**src/rtl/rc4_phase_sched_if.sv**
```systemverilog
// Phase handshakes and S-memory port shared between the RC4 sequencer,
// its populate/shuffle/decode sub-blocks and the 256x8 S memory.
interface rc4_phase_sched_if;
  logic       pop_start;
  logic       pop_finish;
  logic [7:0] pop_addr;
  logic [7:0] pop_data;
  logic       pop_wren;

  logic       shf_start;
  logic       shf_finish;
  logic [7:0] shf_addr;
  logic [7:0] shf_data;
  logic       shf_wren;

  logic       dec_start;
  logic       dec_finish;
  logic       dec_ok;
  logic [7:0] dec_addr;
  logic [7:0] dec_data;
  logic       dec_wren;

  logic [7:0] s_addr;
  logic [7:0] s_data;
  logic       s_wren;

  modport master (
    output pop_start, shf_start, dec_start,
    output s_addr, s_data, s_wren,
    input  pop_finish, pop_addr, pop_data, pop_wren,
    input  shf_finish, shf_addr, shf_data, shf_wren,
    input  dec_finish, dec_ok, dec_addr, dec_data, dec_wren
  );

  modport slave (
    input  pop_start, shf_start, dec_start,
    input  s_addr, s_data, s_wren,
    output pop_finish, pop_addr, pop_data, pop_wren,
    output shf_finish, shf_addr, shf_data, shf_wren,
    output dec_finish, dec_ok, dec_addr, dec_data, dec_wren
  );
endinterface

```
**src/rtl/rc4_phase_sched.sv**
```systemverilog
// RC4 key-search sequencer: runs populate, shuffle and decode per
// candidate key and owns the single S-memory port.
module rc4_phase_sched #(
  parameter int               KEY_W     = 24,
  parameter logic [KEY_W-1:0] KEY_START = '0,
  parameter logic [KEY_W-1:0] KEY_MAX   = '1
) (
  input  logic             clk,
  input  logic             rst,
  input  logic             go,
  rc4_phase_sched_if.master ph,
  output logic [KEY_W-1:0] key_out,
  output logic             busy,
  output logic             done,
  output logic             found
);

  typedef enum logic [3:0] {
    IDLE,
    POP_GO,
    POP_WAIT,
    SHF_GO,
    SHF_WAIT,
    DEC_GO,
    DEC_WAIT,
    NEXT_KEY,
    DONE
  } state_t;

  state_t           state;
  state_t           state_d;
  logic [KEY_W-1:0] key_d;
  logic             found_d;

  // Next state, next key and result flag; finish pulses only count in WAIT.
  always_comb begin
    state_d = state;
    key_d   = key_out;
    found_d = found;
    unique case (state)
      IDLE, DONE: begin
        if (go) begin
          state_d = POP_GO;
          key_d   = KEY_START;
          found_d = 1'b0;
        end
      end
      POP_GO: state_d = POP_WAIT;
      POP_WAIT: begin
        if (ph.pop_finish) state_d = SHF_GO;
      end
      SHF_GO: state_d = SHF_WAIT;
      SHF_WAIT: begin
        if (ph.shf_finish) state_d = DEC_GO;
      end
      DEC_GO: state_d = DEC_WAIT;
      DEC_WAIT: begin
        if (ph.dec_finish) begin
          if (ph.dec_ok) begin
            found_d = 1'b1;
            state_d = DONE;
          end else if (key_out == KEY_MAX) begin
            found_d = 1'b0;
            state_d = DONE;
          end else begin
            state_d = NEXT_KEY;
          end
        end
      end
      NEXT_KEY: begin
        key_d   = key_out + KEY_W'(1);
        state_d = POP_GO;
      end
      default: state_d = IDLE;
    endcase
  end

  // State, key and registered status/strobe outputs.
  always_ff @(posedge clk or posedge rst) begin
    if (rst) begin
      state        <= IDLE;
      key_out      <= KEY_START;
      found        <= 1'b0;
      busy         <= 1'b0;
      done         <= 1'b0;
      ph.pop_start <= 1'b0;
      ph.shf_start <= 1'b0;
      ph.dec_start <= 1'b0;
    end else begin
      state        <= state_d;
      key_out      <= key_d;
      found        <= found_d;
      busy         <= !(state_d == IDLE || state_d == DONE);
      done         <= (state_d == DONE);
      ph.pop_start <= (state_d == POP_GO);
      ph.shf_start <= (state_d == SHF_GO);
      ph.dec_start <= (state_d == DEC_GO);
    end
  end

  // S-memory port goes to the active phase only; idle states park at zero.
  always_comb begin
    ph.s_addr = '0;
    ph.s_data = '0;
    ph.s_wren = 1'b0;
    unique case (state)
      POP_GO, POP_WAIT: begin
        ph.s_addr = ph.pop_addr;
        ph.s_data = ph.pop_data;
        ph.s_wren = ph.pop_wren;
      end
      SHF_GO, SHF_WAIT: begin
        ph.s_addr = ph.shf_addr;
        ph.s_data = ph.shf_data;
        ph.s_wren = ph.shf_wren;
      end
      DEC_GO, DEC_WAIT: begin
        ph.s_addr = ph.dec_addr;
        ph.s_data = ph.dec_data;
        ph.s_wren = ph.dec_wren;
      end
      default: begin
        ph.s_addr = '0;
        ph.s_data = '0;
        ph.s_wren = 1'b0;
      end
    endcase
  end

endmodule

```
**src/flat_wrapper.sv**
```systemverilog
// flat-port wrapper written by rule: the top's interface ports become plain ports
module rc4_phase_sched_flat 
#(
  parameter int               KEY_W     = 24,
  parameter logic [KEY_W-1:0] KEY_START = '0,
  parameter logic [KEY_W-1:0] KEY_MAX   = '1
)
  (clk, rst, go, key_out, busy, done, found, ph_pop_start, ph_shf_start, ph_dec_start, ph_s_addr, ph_s_data, ph_s_wren, ph_pop_finish, ph_pop_addr, ph_pop_data, ph_pop_wren, ph_shf_finish, ph_shf_addr, ph_shf_data, ph_shf_wren, ph_dec_finish, ph_dec_ok, ph_dec_addr, ph_dec_data, ph_dec_wren);
  rc4_phase_sched_if ph_i ();
  input  logic clk;
  input  logic rst;
  input  logic go;
  output logic [KEY_W-1:0] key_out;
  output logic busy;
  output logic done;
  output logic found;
  output wire logic [$bits(ph_i.pop_start)-1:0] ph_pop_start;
  output wire logic [$bits(ph_i.shf_start)-1:0] ph_shf_start;
  output wire logic [$bits(ph_i.dec_start)-1:0] ph_dec_start;
  output wire logic [$bits(ph_i.s_addr)-1:0] ph_s_addr;
  output wire logic [$bits(ph_i.s_data)-1:0] ph_s_data;
  output wire logic [$bits(ph_i.s_wren)-1:0] ph_s_wren;
  input wire logic [$bits(ph_i.pop_finish)-1:0] ph_pop_finish;
  input wire logic [$bits(ph_i.pop_addr)-1:0] ph_pop_addr;
  input wire logic [$bits(ph_i.pop_data)-1:0] ph_pop_data;
  input wire logic [$bits(ph_i.pop_wren)-1:0] ph_pop_wren;
  input wire logic [$bits(ph_i.shf_finish)-1:0] ph_shf_finish;
  input wire logic [$bits(ph_i.shf_addr)-1:0] ph_shf_addr;
  input wire logic [$bits(ph_i.shf_data)-1:0] ph_shf_data;
  input wire logic [$bits(ph_i.shf_wren)-1:0] ph_shf_wren;
  input wire logic [$bits(ph_i.dec_finish)-1:0] ph_dec_finish;
  input wire logic [$bits(ph_i.dec_ok)-1:0] ph_dec_ok;
  input wire logic [$bits(ph_i.dec_addr)-1:0] ph_dec_addr;
  input wire logic [$bits(ph_i.dec_data)-1:0] ph_dec_data;
  input wire logic [$bits(ph_i.dec_wren)-1:0] ph_dec_wren;
  assign ph_pop_start = ph_i.pop_start;
  assign ph_shf_start = ph_i.shf_start;
  assign ph_dec_start = ph_i.dec_start;
  assign ph_s_addr = ph_i.s_addr;
  assign ph_s_data = ph_i.s_data;
  assign ph_s_wren = ph_i.s_wren;
  assign ph_i.pop_finish = ph_pop_finish;
  assign ph_i.pop_addr = ph_pop_addr;
  assign ph_i.pop_data = ph_pop_data;
  assign ph_i.pop_wren = ph_pop_wren;
  assign ph_i.shf_finish = ph_shf_finish;
  assign ph_i.shf_addr = ph_shf_addr;
  assign ph_i.shf_data = ph_shf_data;
  assign ph_i.shf_wren = ph_shf_wren;
  assign ph_i.dec_finish = ph_dec_finish;
  assign ph_i.dec_ok = ph_dec_ok;
  assign ph_i.dec_addr = ph_dec_addr;
  assign ph_i.dec_data = ph_dec_data;
  assign ph_i.dec_wren = ph_dec_wren;
  rc4_phase_sched #(.KEY_W(KEY_W), .KEY_START(KEY_START), .KEY_MAX(KEY_MAX)) u_core (.clk(clk), .rst(rst), .go(go), .ph(ph_i), .key_out(key_out), .busy(busy), .done(done), .found(found));
endmodule
```
**config.mk**
```make
export PLATFORM = sky130hd
export DESIGN_NAME = rc4_phase_sched_flat
export DESIGN_NICKNAME = d
export VERILOG_FILES = /design/src/rtl/rc4_phase_sched_if.sv /design/src/rtl/rc4_phase_sched.sv /design/src/flat_wrapper.sv
export SDC_FILE = /design/constraint.sdc
export NUM_CORES = 1
export LEC_CHECK = 0
export CORE_ASPECT_RATIO = 1.75
export CORE_MARGIN = 2
export CORE_UTILIZATION = 37
export CTS_BUF_LIST = sky130_fd_sc_hd__clkbuf_2 sky130_fd_sc_hd__clkbuf_4 sky130_fd_sc_hd__clkbuf_8
export DETAILED_ROUTE_END_ITERATION = 16
export GPL_ROUTABILITY_DRIVEN = 1
export PLACE_DENSITY = 0.9
export SLEW_MARGIN = 40
export SYNTH_ARGS = -nofsm -noshare
export SYNTH_HDL_FRONTEND = slang
export SYNTH_SLANG_ARGS = --single-unit
```
**constraint.sdc**
```tcl
create_clock -name clk -period 1.9 [get_ports clk]
set_clock_uncertainty 0.1 [all_clocks]
set_input_delay 0.38 -clock clk [delete_from_list [all_inputs] [get_ports clk]]
set_output_delay 0.38 -clock clk [all_outputs]
set_load 0.03 [all_outputs]
```
# Word level (Yosys, flattened, before mapping)
# Index checks and enable logic that the tools add are counted.
# totals
regBits	34
word_cells	54
# op_classes
add_sub_neg	1
n_eq_ne	16
muxes	17
n_reduce_logical	12
# ops
operator	count
one-hot mux 24 bit (2 select lines)	1
one-hot mux 8 bit (3 select lines)	2
one-hot mux 4 bit (8 select lines)	1
adder 24 x 1 -> 24 bit (second input constant)	1
equality test 24 bit (second input constant)	1
2-to-1 mux 24 bit	1
2-to-1 mux 4 bit	6
equality test 4 x 3 -> 1 bit (second input constant)	5
equality test 4 x 2 -> 1 bit (second input constant)	3
equality test 4 x 1 -> 1 bit (second input constant)	2
equality test 4 bit (second input constant)	2
zero test 4 bit	2
OR reduction 2 bit	4
2-to-1 mux 1 bit	4
inequality test 2 bit (second input constant)	2
AND reduction 4 bit	1
nonzero test 2 bit	2
inequality test 3 x 2 -> 1 bit (second input constant)	1
one-hot mux 1 bit (3 select lines)	1
one-hot mux 1 bit (2 select lines)	1
AND reduction 2 bit	1
zero test 1 bit	1
logical OR 1 bit	1

# Depth between registers and ports, before layout
# logic_depth
depth_word	8
ltp_mapped	7
mapped_depth_nobuf	5

# Least setup slack after synthesis
# Ideal clock, no wire load.
# synth_path
path_type	register -> output
start	register u_core.state[0]
end	output port ph_s_addr[1]
arrival_time_ps	1635
t_required_ps	1420
path_slack_ps	-215
path_stages_with_launch	7
path_buffers	2
cell_sequence	dfrtp_1 buf_6 or3b_1 a21oi_2 buf_4 a222oi_1 inv_1
# synth_via
elab_chain_len	3
word_cells_on_any_way	10
classes_between	eq/ne: 6; mux: 1; reduce/logical: 3
# synth_lines
item	line	text
from (decl)	rc4_phase_sched.sv:30	state_t state;
from (signal assigned)	rc4_phase_sched.sv:90	state <= state_d;
equality test 4 x 3 -> 1 bit, or another cell as far along	rc4_phase_sched.sv:106	unique case (state)
OR reduction 2 bit	rc4_phase_sched.sv:106	
one-hot mux 8 bit (3 select lines) (*)	rc4_phase_sched.sv:106	
to (decl)	flat_wrapper.sv:20	output wire logic [$bits(ph_i.s_addr)-1:0] ph_s_addr;
# Mark *: on every way between the ends. The rest lies on a longest branch, timed or not.

# Final worst setup path
# layout_path
start	register u_core.state[1]
end	output port ph_s_addr[1]
# Same word-level chain as after synthesis.

==> results.txt <==
The initial antenna violation count came out at 0. For the finished layout, the period the worst path requires is 2.402 ns. Port buffering added 104 buffers.

Based on the critical path, the design can be clocked at up to 416.4 MHz. The max-slew violation count was 0. The run gives 0.30 ns as the clock network latency to the later pin of the worst-skew pair.

The run gives 2088 µm² as the post-synthesis instance area. The clock passes through at most 2 buffers. Entering global routing, the biggest net connects 35 pins. In this run the worst path has a maximum fanout of 8. Headroom to the max-slew limit came out at 70.85%. The peak supply drop was 755.3 µV. The critical path runs through a total of 7 cells. Detailed routing placed a total of 4.192 mm of wire on met2.

Highest routing layer actually used: met4. During I/O placement, the number of pins put on the boundary was 105. The signal on the critical path passes through buf_6 > or3b_4 > a21oi_4 > buf_6 > a222oi_1 > inv_2 > buf_6.

For this block, the via count after detailed routing is 2358. After detailed routing, the total wire length is 7.541 mm. Summing the areas of all xor and xnor instances in the mapped netlist gives 0.8388% of the synthesized area. For this design the ratio of total power to cell area is 1497 nW/µm². Sequential cells were found to cover 40.74% of the synthesized design area. The logs give 0 for the residual DRC count and -0.5017 ns for the final worst slack. The most numerous cell type found on the critical path is sky130_fd_sc_hd__buf_6. In this run the worst hold path is classified as in2async. Setup slack on the worst reg-to-reg path comes out at 0.05 ns. Aggregate global routing overflow: 0. The flow ran to the end, but the final reports show violations. After synthesis, the netlist uses 45 different library cells. The via count of the first global-routing pass is 2288, and the data arrival time at the worst-slack endpoint is 1.92 ns.

The first-pass GRT wire length is 10.58 mm. The analysis attributes to cell leakage a power of 1.835 nW. The routed length on met3 came out at 760 µm.

The buffering stage count on the worst path with inverters included works out to 4. The classification of the worst setup path was reg2out. The checks that failed: negative setup slack.

The slew of the pin with the lowest slew margin came out at 0.4340 ns. Setup repair after global routing could not meet its margin everywhere. The run gives 5.383 mW as the post-layout total power.

The detail route stage leaves a number of antenna-violating nets equal to 0. The length of the first detailed-routing pass in iterations was 4. Leaving out fill and tap cells, the most frequent cells in the layout are sky130_fd_sc_hd__clkdlybuf4s50_1, sky130_fd_sc_hd__dfrtp_1, sky130_fd_sc_hd__nand2_1. Prior to clock tree synthesis, the placed netlist has a worst setup slack of -0.1920 ns.

The fraction of layout cells with a size suffix above 1 is 24.79%, and the placed wire-length estimate after detailed placement is 5.098 mm. The run gives 5495 µm² as the area of the core. By area, the combinational part of the netlist is dominated by simple AND/OR/NAND/NOR gates.

STA classifies the critical path endpoint as an output port. Counting cells, the worst reg-to-reg path comes to 6. CTS placed an instance of sky130_fd_sc_hd__clkbuf_8 at the clock tree root. Summing the areas of all fa, ha and maj instances in the mapped netlist gives 0.5992% of the synthesized area. For this design, the slowest cell found on the critical path is sky130_fd_sc_hd__dfrtp_1. The worst flop-to-flop path endpoint was u_core.busy. Share of the synthesized area in compound gates (AO/OA/AOI/OAI): 20.25%. The number of clock buffers added by TritonCTS is 5. The die covers 6284 µm². The area growth from synthesis to layout was 72.14%. Data on the critical path is required at its endpoint by 1.42 ns.

The number of flip-flops and latches in the synthesized netlist came out at 34. The met1 routed wirelength after detailed routing came out at 2.430 mm. The cell family with the largest share of critical-path delay was buffers and inverters. In this run the critical register-to-register path is launched from u_core.state[1]. After the first detailed-routing iteration, the DRC count stood at 109. The library cell used most frequently in the layout, excluding fill and tap cells, is sky130_fd_sc_hd__clkdlybuf4s50_1. In this run the mean area of a mapped cell was 9.240 µm².

The die height was 103.4 µm. The run gives 413 as the count of nets after finishing. The clock tree synthesis step divided the H-tree into 2 levels. The largest single stage delay on the critical path is 0.42 ns.

After synthesis, the share of cell area in mux cells is 5.752%. TritonCTS built the clock tree. In this run the worst setup path terminates at ph_s_addr[1]. The tools report the number of endpoints with negative hold slack in the final report as 0.

STA classifies the critical path startpoint as a flop. The initial cell density of the core was 38.00%; the reported max-cap violation count was 0. The part of the cycle the worst path needs came out at 126.4%. Of the total synthesized cell area, the portion taken by AND, OR, NAND and NOR gates is 24.21%. After filler insertion, the fill cell instance count of the layout stands at 459.

For this run, the number of Yosys warnings is 0. Setup violations remaining at the end of the flow were counted as 17. The post-detailed-route wirelength per cell was 17.50 µm. Using the TritonRoute via totals, the vias-per-cell ratio works out to 5.471.

When the netlist entered floorplanning its net count stood at 285. Post-CTS clock slew at the launch and capture registers of the worst setup and hold paths: 0.07 ns. The overall global routing resource usage is 22.47%. Synthesis produced 226 cells. The run gives 36 as the row count.

Routability-driven placement finished with a final weighted congestion of 0.8679. 0 antenna diodes ended up in the layout. The die is 60.79 µm wide. The critical path starts at u_core.state[1].

Counting every sink on the clock net gives 34.
## cells in the mapped netlist, drive strengths merged
library cell   n  share of area (%)
a211o          2               0.84
a21boi         1               0.36
a21oi          4                1.1
a222oi        17                8.1
a31oi          1               0.30
and2           3               0.90
and3           1               0.30
and4           2               0.84
and4b          1               0.48
buf            6                1.9
clkbuf         9                1.6
dfrtp         34                 41
ha             1               0.60
inv           23                4.1
mux2i         12                5.8
nand2         29                5.2
nand2b         3               0.90
nand3         12                2.9
nand3b         5                2.0
nand4         12                3.9
nand4b         1               0.72
nor2           5                1.0
nor2b          1               0.30
nor3           5                1.4
nor4           2                2.0
nor4b          1               0.42
o211a          1               0.48
o211ai         7                2.5
o21ai         10                2.4
o21bai         1               0.36
o221ai         1               0.42
o22ai          1               0.30
o311ai         2               0.84
o31ai          6                2.2
or3b           1               0.42
or4b           1               0.48
xnor2          1               0.42
xor2           1               0.42
## per-stage QoR
step	utilization, %	hold WS (ns)	area (µm²)	instances	setup TNS [ns]
floorplan	-	0.3793	2125	226	-0.4520
CTS	65.37	0.3939	3592	431	-8.082
detailed placement	60.61	0.3958	3331	414	-2.926
global route	65.41	0.4292	3595	431	-9.336
finish	65.41	0.3798	3595	431	-8.095
global placement	60.50	0.3853	3324	414	-5.182
## sequential cells by signal, summed over array words and instances, names as in the netlist
| name | cells |
|---|---|
| u_core.key_out | 24 |
| u_core.ph.dec_start | 1 |
| u_core.done | 1 |
| u_core.busy | 1 |
| u_core.found | 1 |
| u_core.ph.pop_start | 1 |
| u_core.state | 4 |
| u_core.ph.shf_start | 1 |
## per-layer routing
| layer | GRT usage (%) | vias up |
|---|---|---|
| met5 | 0 | - |
| met4 | 7.692 | 0 |
| met3 | 6.716 | 15 |
| met2 | 44.67 | 113 |
| met1 | 20.24 | 1120 |
| li1 | - | 1110 |
## final cells by class
type	count	area (µm²)	area share, %
timing repair buffer	136	1335	37.14
multi-input combinational	154	1131	31.47
sequential	34	852.1	23.70
tap	76	95.09	2.645
clock buffer	7	90.09	2.506
inverter	23	86.33	2.402
clock inverter	1	5.005	0.1392
## repair_timing
| item | CTS | global route |
|---|---|---|
| setup endpoints to repair | 29 | 41 |
| cloned | 1 | 2 |
| hold buffers | 0 | 0 |
| gates resized for setup | 37 | 16 |
| buffers inserted | 8 | 2 |
| pin swaps | 8 | 13 |
## worst register-to-register path, stage by stage, from the launching register on
cell and delay (ns):
sky130_fd_sc_hd__dfrtp_1 0.42, sky130_fd_sc_hd__buf_6 0.15, sky130_fd_sc_hd__xnor2_4 0.15, sky130_fd_sc_hd__buf_6 0.13
sky130_fd_sc_hd__nor2_4 0.34, sky130_fd_sc_hd__inv_1 0.15, sky130_fd_sc_hd__o311ai_0 0.31
## worst min path at each step
stage / startpoint / end / slack [ns] / cells after the start
2_1_floorplan: ph_dec_ok / u_core.state[1] / 0.38 / 1
3_5_place_dp: u_core.key_out[15] / u_core.key_out[15] / 0.40 / 1
6_report: rst / u_core.done / 0.38 / 3
4_1_cts: rst / u_core.key_out[22] / 0.39 / 3
3_3_place_gp: u_core.key_out[15] / u_core.key_out[15] / 0.39 / 1
5_1_grt: rst / u_core.key_out[20] / 0.43 / 3
## kinds of logic after synthesis
kind of cell / count (synthesis)
muxes: 12
adders and majority gates: 1
DFF: 34
xor gates and xnor gates: 2
and+or+nand+nor: 85
buffers and inverters: 38
AOI/OAI and AO/OA: 54
## power breakdown
group          leakage (nW)  switching [mW]  internal (mW)  total (mW)
Combinational          1.32            2.12           1.71        3.83
Sequential            0.460           0.116          0.852       0.968
Clock                0.0517           0.274          0.307       0.580
Total                  1.84            2.51           2.87        5.38
Power figures use the tool's default switching activity.
==> edit (same settings) <==
`KEY_W` is set to 24 in 2 places; all go to 36.
--- a/src/rtl/rc4_phase_sched.sv
+++ b/src/rtl/rc4_phase_sched.sv
@@ -1,7 +1,7 @@
 // RC4 key-search sequencer: runs populate, shuffle and decode per
 // candidate key and owns the single S-memory port.
 module rc4_phase_sched #(
-  parameter int               KEY_W     = 24,
+  parameter int               KEY_W     = 36,
   parameter logic [KEY_W-1:0] KEY_START = '0,
   parameter logic [KEY_W-1:0] KEY_MAX   = '1
 ) (
--- a/src/flat_wrapper.sv
+++ b/src/flat_wrapper.sv
@@ -1,7 +1,7 @@
 // flat-port wrapper written by rule: the top's interface ports become plain ports
 module rc4_phase_sched_flat 
 #(
-  parameter int               KEY_W     = 24,
+  parameter int               KEY_W     = 36,
   parameter logic [KEY_W-1:0] KEY_START = '0,
   parameter logic [KEY_W-1:0] KEY_MAX   = '1
 )
Ports: changed (resized key_out); port bits go from 105 to 117. No check against the original RTL was run, so the function may have changed too.
==> edit against the original RTL <==
The flow still finishes with violations (setup timing). Critical path depth unchanged. Total power increased by 2.4%. Setup slack better by 78 ps. Wire length grew 26%. Cell area grew 35%. Area after synthesis grew 25%. Maximum frequency is 3.4% higher. Sequential cell count grew 12. Critical endpoint is now ph_s_data[0].
==> edit: results (changes against the original RTL) <==
** Status
- Run status: complete, but fails checks (unchanged).
- Failing checks :: setup timing (unchanged)

** Synth
- Largest cells by area after synthesis: sky130_fd_sc_hd__dfrtp_1 (44%), sky130_fd_sc_hd__mux2i_1 (6.2%), sky130_fd_sc_hd__a22o_1 (5.7%) (was sky130_fd_sc_hd__dfrtp_1 (41%), sky130_fd_sc_hd__a222oi_1 (8.1%), sky130_fd_sc_hd__mux2i_1 (5.8%)).
- The multiplexer area fraction after synthesis was 6.160% (was 5.752%).
- Synth Area in Compound Gates :: 22.09% (was 20.25%)
- The parity-gate share of the synthesized area counting xor and xnor cells was 0.3369% (was 0.8388%).
- Arithmetic-cell share of the synthesized area counting full adders, half adders and majority gates :: 0.4812% (was 0.5992%)
- Leading post-synthesis cells by instance count :: sky130_fd_sc_hd__dfrtp_1 (46), sky130_fd_sc_hd__nand2_1 (38), sky130_fd_sc_hd__a21o_1 (17), sky130_fd_sc_hd__a22o_1 (17), sky130_fd_sc_hd__mux2i_1 (16) (was sky130_fd_sc_hd__dfrtp_1 (34), sky130_fd_sc_hd__nand2_1 (29), sky130_fd_sc_hd__inv_1 (23), sky130_fd_sc_hd__a222oi_1 (17))
- The average size of a mapped cell is 9.594 um^2 (was 9.240 um^2).

** GRT
- GR Util met1 :: 24.12% (was 20.24%)
- The met3 track demand over resource came to 5.773% (was 6.716%).
- The pin count of the biggest net entering global routing was 47 (was 35).
- The number of global-route vias before repair was 3,131 (was 2,288).

** STA
- The number of setup violations in the final report came to 33 (was 17).
- The final worst setup slack was -423.5 ps (was -501.7 ps).
- The actual slew at the worst max-slew pin was 366.9 ps (was 434.0 ps).

** Cells and area
- Largest registers :: u_core.key_out: 36 flops, u_core.state: 4 flops (was u_core.key_out: 24 flops, u_core.state: 4 flops)
- Final-stage net count :: 505 (was 413)

** Drt
- The initial detailed-routing violation count was 193 (was 109).
- The via count was 3,035 (was 2,358).
- Met2 routed wirelength :: 5.301 mm (was 4.192 mm)
- Routed WL per cell :: 17.89 um (was 17.50 um)
- Total length of routed met3 wires :: 609 um (was 760 um)

** Power and ir drop
- Peak VDD IR :: 0.001062 V (was 0.0007553 V)
- The switching share of total power was 40.56% (was 46.68%).
- Part of the total power dissipated in the clock network :: 13.0% (was 10.8%)
- The leakage power total came to 0.002509 uW (was 0.001835 uW).

** Clocking
- Clock-pin slew of the registers on the worst-case setup and hold paths :: 90 ps (was 70 ps)

** Worst setup path
- Register-to-register path setup slack :: -220 ps (was 50 ps)
- The largest fanout on the critical path came to 18 (was 8).
- Reg2Reg Launch Point :: u_core.state[0] (was u_core.state[1])
- Worst Reg2Reg Path Length in Cells :: 7 (was 6)
- Family with the most delay on the worst path :: flip-flops (was buffers and inverters)
- Crit path to :: ph_s_data[0] (was ph_s_addr[1])
- Highest-delay cell along the critical path :: sky130_fd_sc_hd__dfrtp_2 (was sky130_fd_sc_hd__dfrtp_1)
- RR Endpoint :: u_core.key_out[33] (was u_core.busy)

** Place
- Count of buffers from port buffering :: 116 (was 104)
- The half-perimeter wire length after detailed placement was 6.346 mm (was 5.098 mm).
- Cell Count Post-Placement :: 499 (was 414)
## edit: changes by cell type in the layout (fill, tap and decap cells not counted), sizes merged, moves of 9 or more
cell | before | now
dlygate4sd2 | 12 | 22
inv | 23 | 6
a21o | 0 | 17
nand2 | 29 | 38
a222oi | 17 | 0
buf | 49 | 81
dfrtp | 34 | 46
a22o | 0 | 17
## edit: cell type report
type	count	share of cell area, %
timing repair buffer	180	35.77
multi-input combinational	206	35.08
sequential	46	24.18
clock buffer	8	2.268
tap	84	2.165
inverter	7	0.5412
## edit: through the flow
step / utilization [%] / TNS, ps / hold slack, ps
final: 70.80 / -8675 / 301.9
after global routing: 70.80 / -10750 / 338.3
after CTS: 67.14 / -7272 / 326.2
after detailed placement: 61.90 / -10790 / 400.0
after global placement: 61.90 / -8302 / 373.0
after floorplan: - / -1472 / 388.6
